$ cat src/rtl/ps2_scancode_decoder_pkg.sv
// ps2_scancode_decoder_pkg: Set-2 scancode constants, prefix-parser states and the key event type.
package ps2_scancode_decoder_pkg;
  typedef enum logic [2:0] {ST_IDLE, ST_E0, ST_F0, ST_E0F0, ST_PAUSE} state_t;
  localparam logic [7:0] SC_EXT      = 8'hE0;
  localparam logic [7:0] SC_BREAK    = 8'hF0;
  localparam logic [7:0] SC_PAUSE    = 8'hE1;
  localparam logic [7:0] SC_BAT_OK   = 8'hAA;
  localparam logic [7:0] SC_BAT_FAIL = 8'hFC;
  localparam logic [7:0] SC_ACK      = 8'hFA;
  localparam logic [7:0] SC_ECHO     = 8'hEE;
  localparam logic [7:0] SC_RESEND   = 8'hFE;
  localparam logic [7:0] SC_LSHIFT   = 8'h12;
  localparam logic [7:0] SC_RSHIFT   = 8'h59;
  localparam logic [7:0] SC_CTRL     = 8'h14;
  localparam logic [7:0] SC_ALT      = 8'h11;
  localparam logic [7:0] SC_PAUSE_EV = 8'h77;
  typedef struct packed {
    logic [7:0] code;
    logic       ext;
    logic       brk;
  } event_t;
  function automatic logic is_ignored(input logic [7:0] b);
    return b inside {SC_ACK, SC_ECHO, SC_RESEND, 8'h00, 8'hFF};
  endfunction
  // E0 12 / E0 59 are the fake shifts some keyboards wrap around extended keys
  function automatic logic is_fake_shift(input logic [7:0] b);
    return b == SC_LSHIFT || b == SC_RSHIFT;
  endfunction
endpackage

$ cat src/rtl/ps2_scancode_decoder_if.sv
// ps2_scancode_decoder_if: received-byte input and key-event/status outputs of the decoder.
interface ps2_scancode_decoder_if #(parameter int ERR_W = 4, parameter int EVCNT_W = 8);
  logic               i_byte_valid;
  logic [7:0]         i_byte_data;
  logic               i_byte_err;
  logic               o_ev_valid;
  logic [7:0]         o_ev_code;
  logic               o_ev_ext;
  logic               o_ev_break;
  logic [EVCNT_W-1:0] o_ev_count;
  logic [3:0]         o_mods;
  logic [127:0]       o_key_down;
  logic [ERR_W-1:0]   o_err_count;
  logic               o_bat_ok;
  modport master (output i_byte_valid, i_byte_data, i_byte_err,
                  input  o_ev_valid, o_ev_code, o_ev_ext, o_ev_break, o_ev_count,
                         o_mods, o_key_down, o_err_count, o_bat_ok);
  modport slave  (input  i_byte_valid, i_byte_data, i_byte_err,
                  output o_ev_valid, o_ev_code, o_ev_ext, o_ev_break, o_ev_count,
                         o_mods, o_key_down, o_err_count, o_bat_ok);
endinterface

$ cat src/rtl/ps2_scancode_decoder_key_tracker.sv
// ps2_key_tracker: folds key events into a pressed-key bitmap and modifier flags.
module ps2_key_tracker
  import ps2_scancode_decoder_pkg::*;
(
  input  logic         PS2_CLK,
  input  logic         reset,
  input  logic         i_valid,
  input  event_t       i_ev,
  output logic [127:0] o_key_down,
  output logic [3:0]   o_mods
);
  logic [127:0] r_key_down;
  logic [3:0]   r_mods;
  always_ff @(posedge PS2_CLK or posedge reset) begin
    if (reset) begin
      r_key_down <= '0;
      r_mods     <= '0;
    end else if (i_valid) begin
      if (!i_ev.ext && !i_ev.code[7]) r_key_down[i_ev.code[6:0]] <= !i_ev.brk;
      if (!i_ev.ext && i_ev.code == SC_LSHIFT) r_mods[0] <= !i_ev.brk;
      if (!i_ev.ext && i_ev.code == SC_RSHIFT) r_mods[1] <= !i_ev.brk;
      if (i_ev.code == SC_CTRL) r_mods[2] <= !i_ev.brk;
      if (i_ev.code == SC_ALT) r_mods[3] <= !i_ev.brk;
    end
  end
  assign o_key_down = r_key_down;
  assign o_mods     = r_mods;
endmodule

$ cat src/rtl/ps2_scancode_decoder.sv
// ps2_scancode_decoder: Set-2 prefix parser turning received bytes into key events plus status.
module ps2_scancode_decoder
  import ps2_scancode_decoder_pkg::*;
#(
  parameter int ERR_W   = 4,
  parameter int EVCNT_W = 8
) (
  input logic PS2_CLK,
  input logic reset,
  ps2_scancode_decoder_if.slave bus
);
  state_t             r_state, w_nstate;
  logic [2:0]         r_cnt, w_ncnt;
  logic               r_ev_valid;
  event_t             r_ev, w_ev;
  logic [EVCNT_W-1:0] r_ev_count;
  logic [ERR_W-1:0]   r_err;
  logic               r_bat_ok;
  logic               w_fire, w_go, w_bat_set, w_bat_clr;
  logic [7:0]         w_b;
  assign w_b = bus.i_byte_data;
  always_comb begin
    w_nstate  = r_state;
    w_ncnt    = r_cnt;
    w_fire    = 1'b0;
    w_bat_set = 1'b0;
    w_bat_clr = 1'b0;
    w_ev      = '{code: w_b, ext: 1'b0, brk: 1'b0};
    if (bus.i_byte_err) w_nstate = ST_IDLE;
    else
      case (r_state)
        ST_IDLE: begin
          w_nstate  = w_b == SC_EXT ? ST_E0 : w_b == SC_BREAK ? ST_F0 :
                      w_b == SC_PAUSE ? ST_PAUSE : ST_IDLE;
          w_ncnt    = w_b == SC_PAUSE ? 3'd7 : r_cnt;
          w_bat_set = w_b == SC_BAT_OK;
          w_bat_clr = w_b == SC_BAT_FAIL;
          w_fire    = !(w_b inside {SC_EXT, SC_BREAK, SC_PAUSE, SC_BAT_OK, SC_BAT_FAIL}) &&
                      !is_ignored(w_b);
        end
        ST_E0: begin
          w_nstate = w_b == SC_BREAK ? ST_E0F0 : w_b == SC_EXT ? ST_E0 : ST_IDLE;
          w_ev.ext = 1'b1;
          w_fire   = !(w_b inside {SC_BREAK, SC_EXT}) && !is_fake_shift(w_b);
        end
        ST_F0: begin
          w_nstate = w_b == SC_BREAK ? ST_F0 : ST_IDLE;
          w_ev.brk = 1'b1;
          w_fire   = w_b != SC_BREAK;
        end
        ST_E0F0: begin
          w_nstate = w_b == SC_BREAK ? ST_E0F0 : ST_IDLE;
          w_ev.ext = 1'b1;
          w_ev.brk = 1'b1;
          w_fire   = w_b != SC_BREAK && !is_fake_shift(w_b);
        end
        ST_PAUSE: begin
          // the E1 sequence carries no key of its own; it collapses into one extended 77 make
          w_ncnt   = r_cnt - 3'd1;
          w_nstate = r_cnt == 3'd1 ? ST_IDLE : ST_PAUSE;
          w_fire   = r_cnt == 3'd1;
          w_ev     = '{code: SC_PAUSE_EV, ext: 1'b1, brk: 1'b0};
        end
        default: w_nstate = ST_IDLE;
      endcase
  end
  assign w_go = bus.i_byte_valid && !bus.i_byte_err && w_fire;
  always_ff @(posedge PS2_CLK or posedge reset) begin
    if (reset) begin
      r_state    <= ST_IDLE;
      r_cnt      <= '0;
      r_ev_valid <= 1'b0;
      r_ev       <= '0;
      r_ev_count <= '0;
      r_err      <= '0;
      r_bat_ok   <= 1'b0;
    end else begin
      r_ev_valid <= w_go;
      if (bus.i_byte_valid) begin
        r_state <= w_nstate;
        r_cnt   <= w_ncnt;
        if (w_go) begin
          r_ev       <= w_ev;
          r_ev_count <= r_ev_count + EVCNT_W'(1);
        end
        if (bus.i_byte_err && !(&r_err)) r_err <= r_err + ERR_W'(1);
        if (w_bat_set) r_bat_ok <= 1'b1;
        if (w_bat_clr) r_bat_ok <= 1'b0;
      end
    end
  end
  ps2_key_tracker u_tracker (
    .PS2_CLK    (PS2_CLK),
    .reset      (reset),
    .i_valid    (w_go),
    .i_ev       (w_ev),
    .o_key_down (bus.o_key_down),
    .o_mods     (bus.o_mods)
  );
  assign bus.o_ev_valid  = r_ev_valid;
  assign bus.o_ev_code   = r_ev.code;
  assign bus.o_ev_ext    = r_ev.ext;
  assign bus.o_ev_break  = r_ev.brk;
  assign bus.o_ev_count  = r_ev_count;
  assign bus.o_err_count = r_err;
  assign bus.o_bat_ok    = r_bat_ok;
endmodule

$ cat src/flat_wrapper.sv
// flat-port wrapper written by rule: the top's interface ports become plain ports
module ps2_scancode_decoder_flat import ps2_scancode_decoder_pkg::*;
#(
  parameter int ERR_W   = 4,
  parameter int EVCNT_W = 8
)
  (PS2_CLK, reset, bus_i_byte_valid, bus_i_byte_data, bus_i_byte_err, bus_o_ev_valid, bus_o_ev_code, bus_o_ev_ext, bus_o_ev_break, bus_o_ev_count, bus_o_mods, bus_o_key_down, bus_o_err_count, bus_o_bat_ok);
  ps2_scancode_decoder_if #(.ERR_W(ERR_W), .EVCNT_W(EVCNT_W)) bus_i ();
  input logic PS2_CLK;
  input logic reset;
  input wire logic [$bits(bus_i.i_byte_valid)-1:0] bus_i_byte_valid;
  input wire logic [$bits(bus_i.i_byte_data)-1:0] bus_i_byte_data;
  input wire logic [$bits(bus_i.i_byte_err)-1:0] bus_i_byte_err;
  output wire logic [$bits(bus_i.o_ev_valid)-1:0] bus_o_ev_valid;
  output wire logic [$bits(bus_i.o_ev_code)-1:0] bus_o_ev_code;
  output wire logic [$bits(bus_i.o_ev_ext)-1:0] bus_o_ev_ext;
  output wire logic [$bits(bus_i.o_ev_break)-1:0] bus_o_ev_break;
  output wire logic [$bits(bus_i.o_ev_count)-1:0] bus_o_ev_count;
  output wire logic [$bits(bus_i.o_mods)-1:0] bus_o_mods;
  output wire logic [$bits(bus_i.o_key_down)-1:0] bus_o_key_down;
  output wire logic [$bits(bus_i.o_err_count)-1:0] bus_o_err_count;
  output wire logic [$bits(bus_i.o_bat_ok)-1:0] bus_o_bat_ok;
  assign bus_i.i_byte_valid = bus_i_byte_valid;
  assign bus_i.i_byte_data = bus_i_byte_data;
  assign bus_i.i_byte_err = bus_i_byte_err;
  assign bus_o_ev_valid = bus_i.o_ev_valid;
  assign bus_o_ev_code = bus_i.o_ev_code;
  assign bus_o_ev_ext = bus_i.o_ev_ext;
  assign bus_o_ev_break = bus_i.o_ev_break;
  assign bus_o_ev_count = bus_i.o_ev_count;
  assign bus_o_mods = bus_i.o_mods;
  assign bus_o_key_down = bus_i.o_key_down;
  assign bus_o_err_count = bus_i.o_err_count;
  assign bus_o_bat_ok = bus_i.o_bat_ok;
  ps2_scancode_decoder #(.ERR_W(ERR_W), .EVCNT_W(EVCNT_W)) u_core (.PS2_CLK(PS2_CLK), .reset(reset), .bus(bus_i));
endmodule
$ cat config.mk
export PLATFORM = sky130hd
export DESIGN_NAME = ps2_scancode_decoder_flat
export DESIGN_NICKNAME = d
export VERILOG_FILES = /design/src/rtl/ps2_scancode_decoder_pkg.sv /design/src/rtl/ps2_scancode_decoder_if.sv /design/src/rtl/ps2_scancode_decoder_key_tracker.sv /design/src/rtl/ps2_scancode_decoder.sv /design/src/flat_wrapper.sv
export SDC_FILE = /design/constraint.sdc
export NUM_CORES = 1
export LEC_CHECK = 0
export CORE_UTILIZATION = 40
export CTS_BUF_LIST = sky130_fd_sc_hd__clkbuf_16
export DETAILED_ROUTE_END_ITERATION = 7
export HOLD_SLACK_MARGIN = 0.03
export PLACE_DENSITY = 0.7
export SLEW_MARGIN = 20
export SYNTH_ARGS = -nofsm -noshare
export SYNTH_HDL_FRONTEND = slang
export SYNTH_SLANG_ARGS = --single-unit
$ cat constraint.sdc
create_clock -name PS2_CLK -period 6.3 [get_ports PS2_CLK]
set_input_delay 0.945 -clock PS2_CLK [delete_from_list [all_inputs] [get_ports PS2_CLK]]
set_output_delay 0.945 -clock PS2_CLK [all_outputs]
set_load 0.05 [all_outputs]
==> metrics.md <==
| Metric | Value |
|---|---|
| Run status | finished, violations left |
| Failing checks | DRC |
| Critical Path AT | 4.20 ns |
| Slew of the pin with the lowest slew margin | 1.04 ns |
| Compound-Gate Fraction of Synth Area | 19.3% |
| Top_reg_cell synth | dfrtp_1 |
| Mapped Area | 7410 sq um |
| Sequential cell area fraction in the yosys report | 54.7% |
| Yosys warnings | 0 |
| Core area | 18100 sq um |
| Global-route wire length before repair | 33700 um |
| Drt via density | 5.95 |
| FILL cells | 1601 |
| Diode count | 0 |
| Async SR Flop Fraction | 100% |
| Tcrit/Tclk final | 62.8% |
| Die X | 138 um |
| RSZ-0062 raised after global routing | false |
| Die height | 138 um |
| PortBufs | 167 |
| Crit path kind | in2reg |
| Reg2Reg Setup Slack | 2.91 ns |
| Initial antenna violation count | 0 |
| HPWL after DPL | 13800 um |
| DR iter-0 viols | 710 |
| DRC Markers | 20 |
| Layout cell share with drive strength beyond 1 | 8.24% |
| H-tree levels | 4 |
| Pleak | 4.02 nW |
| Hold Violations, Final | 0 |
| Via count | 6275 |
| Main combinational cell family by area after synthesis | compound AO/OA/AOI/OAI gates |
| Synth Net Count | 705 |
| FP Rows | 49 |
| Initial core utilization | 41.0% |
| Req. time, crit path | 6.54 ns |
| Rel. slew slack | 30.9% |
| Deepest clock path buffer count | 2 |
| CTS Sinks | 162 |
| Fmax | 253 MHz |
| Register bit total from synthesis | 162 |
| Max-slew violations | 0 |
| Hold_ws | 0.467 ns |
| Post-DRT Antenna Nets | 0 |
| Hold buffers post-CTS | 0 |
| Crit-path max FO | 84 |
| Clock root buffer master | clkbuf_16 |
| Pwr Total | 0.00284 W |
| Critical Path End Type | flip-flop |
| Crit. Startpoint | bus_i_byte_err |
| Remaining Overflow, GRT | 0 |
| Layout net count | 828 |
| Vias in the first global route | 5923 |
| Number of synthesized flops with an enable pin | 0 |
| CTS Buf Count | 17 |
| DP Worst Slack | 1.92 ns |
| Final core occ | 53.1% |
| Multi-input gate area | 2950 sq um |
| PostCTS Resize Cnt | 0 |
| Largest net degree at the start of global routing | 99 |
| PnR worst setup slack | 2.34 ns |
| Multiplexer area fraction after synthesis | 5.82% |
| Hold Path Origin | u_core.bus.o_ev_count[7]$_DFFE_PP0P_ |
| Max rail drop VDD | 185 uV |
| Post-CTS Setup Inserts | 0 |
| Pwr Density | 296 nW/um^2 |
| Wirelength per Cell | 20.1 um |
| Overall fraction of global-route tracks in use | 22.5% |
| Min Tclk post-route | 3.96 ns |
| Max-cap violations | 0 |
| Startpoint Class | input port |
| Setup tns final | 0 ns |
| RD Place Congestion | 0.851 |
| I/O pin count | 168 |
| Drt first pass iters | 7 |
| Setup Skew | 0.00607 ns |
| Adder-cell share of the synthesized area | 0.810% |
| Clock transition at the registers of the reported paths | 0.06 ns |
| Simple-Gate Fraction of Synth Area | 12.6% |
| Largest cells by area after synthesis | dfrtp_1, a31oi_1, nand3_1, nor2_1, mux2_2 |
| Synth Area in XOR/XNOR | 1.06% |
| Clk_lat worst skew | 0.43 ns |
| Layout overhead on the synthesized area | 29.4% |
| Post-Syn Instances | 689 |
| Post-Route WL | 21200 um |
| Post-synth top area share | 54.7% |
| CTS tree | built |
| Reg area | 4050 sq um |
| Final number of setup-violating endpoints | 0 |
| Die Area | 19100 sq um |
| Mean area per synthesized cell | 10.8 sq um |
| Worst Hold Class | reg2reg |
| Synth area leader | dfrtp_1 |
| Count of different cell masters after synthesis | 55 |
| Worst R2R Start | u_core.r_state[2]$_DFFE_PP0P_ |
## worst paths after layout
| path | depth (start not counted) | to |
|---|---|---|
| max in group asynchronous | 3 | u_core.u_tracker.o_key_down[105]$_DFFE_PP0P_ |
| min in group asynchronous | 2 | u_core.bus.o_ev_count[3]$_DFFE_PP0P_ |
| max reg2reg | 5 | u_core.u_tracker.o_key_down[82]$_DFFE_PP0P_ |
| max | 6 | u_core.u_tracker.o_key_down[82]$_DFFE_PP0P_ |
| min reg2reg | 1 | u_core.bus.o_ev_count[7]$_DFFE_PP0P_ |
| min | 1 | u_core.bus.o_ev_count[7]$_DFFE_PP0P_ |
## critical path: stages
cell	delay, ns
clkdlybuf4s50_1	0.59
or3b_1	0.44
nor3_1	0.44
a41o_4	0.86
and2_1	0.70
a31oi_1	0.19
## stage by stage
step | area, sq um | std cells
3_3_place_gp | 9050 | 1022
5_1_grt | 9600 | 1054
6_report | 9600 | 1054
2_1_floorplan | 7410 | 689
4_1_cts | 9600 | 1054
3_5_place_dp | 9050 | 1022
## cells by family (layout without fill, tap and decap cells)
kind of cell               count (synthesis)  after routing
AOI/OAI and AO/OA                        225            225
xor gates and xnor gates                   9              9
adders and majority gates                  5              5
buffers and inverters                     78            214
DFF                                      162            162
muxes                                     37             37
and+or+nand+nor                          173            173
## cell usage after synthesis, drive strengths merged, types with 2 or more instances
cell    count
a31oi     195
dfrtp     162
nor2       51
nand3      42
buf        40
mux2       37
clkbuf     30
nor3       14
and2       13
nand2      13
a21oi      10
inv         8
xnor2       7
and3        5
nand4       5
nor2b       5
ha          4
nand2b      4
nand3b      4
nor3b       4
o21ai       4
a41oi       3
and4        3
nor4b       3
a32o        2
o21a        2
xor2        2
## power by group
group          internal [W]  switching (W)
clock              0.000539       0.000432
combinational      0.000218       0.000458
sequential          0.00112      0.0000743
## flip-flops by register name (all words and copies together) (netlist names)
name                         cells
u_core.bus.o_bat_ok              1
u_core.bus.o_err_count           4
u_core.bus.o_ev_break            1
u_core.bus.o_ev_code             8
u_core.bus.o_ev_count            8
u_core.bus.o_ev_ext              1
u_core.bus.o_ev_valid            1
u_core.r_cnt                     3
u_core.r_state                   3
u_core.u_tracker.o_key_down    128
u_core.u_tracker.o_mods          4
## routing by layer
metal | vias up | routed length [um] | global-route usage, %
met5 | - | 0 | 0
met4 | 0 | 552 | 9.76
met3 | 32 | 1470 | 6.03
met2 | 247 | 9820 | 34.2
met1 | 3127 | 9370 | 30.3
li1 | 2869 | - | -
## area by class of cell
cell class | count | area share (%)
sequential | 162 | 42.2
timing repair buffer | 174 | 18.0
clock inverter | 15 | 1.23
inverter | 8 | 0.365
multi-input combinational | 449 | 30.8
clock buffer | 17 | 4.43
tap | 229 | 2.99
## cell usage in the layout (no fill, tap or decap), drive strengths merged, types with 2 or more instances in the layout
cell type and n:
a31oi 195, clkdlybuf4s50 167, dfrtp 162, nor2 51
nand3 42, mux2 37, clkbuf 17, nor3 14
nand2 13, and2 13, inv 12, a21oi 10
clkinv 8, xnor2 7, buf 7, nor2b 5
nand4 5, and3 5, nand2b 4, nand3b 4
ha 4, nor3b 4, o21ai 4, and4 3
a41oi 3, nor4b 3, a32o 2, o21a 2
xor2 2, clkinvlp 2
Power figures use the tool's default switching activity.
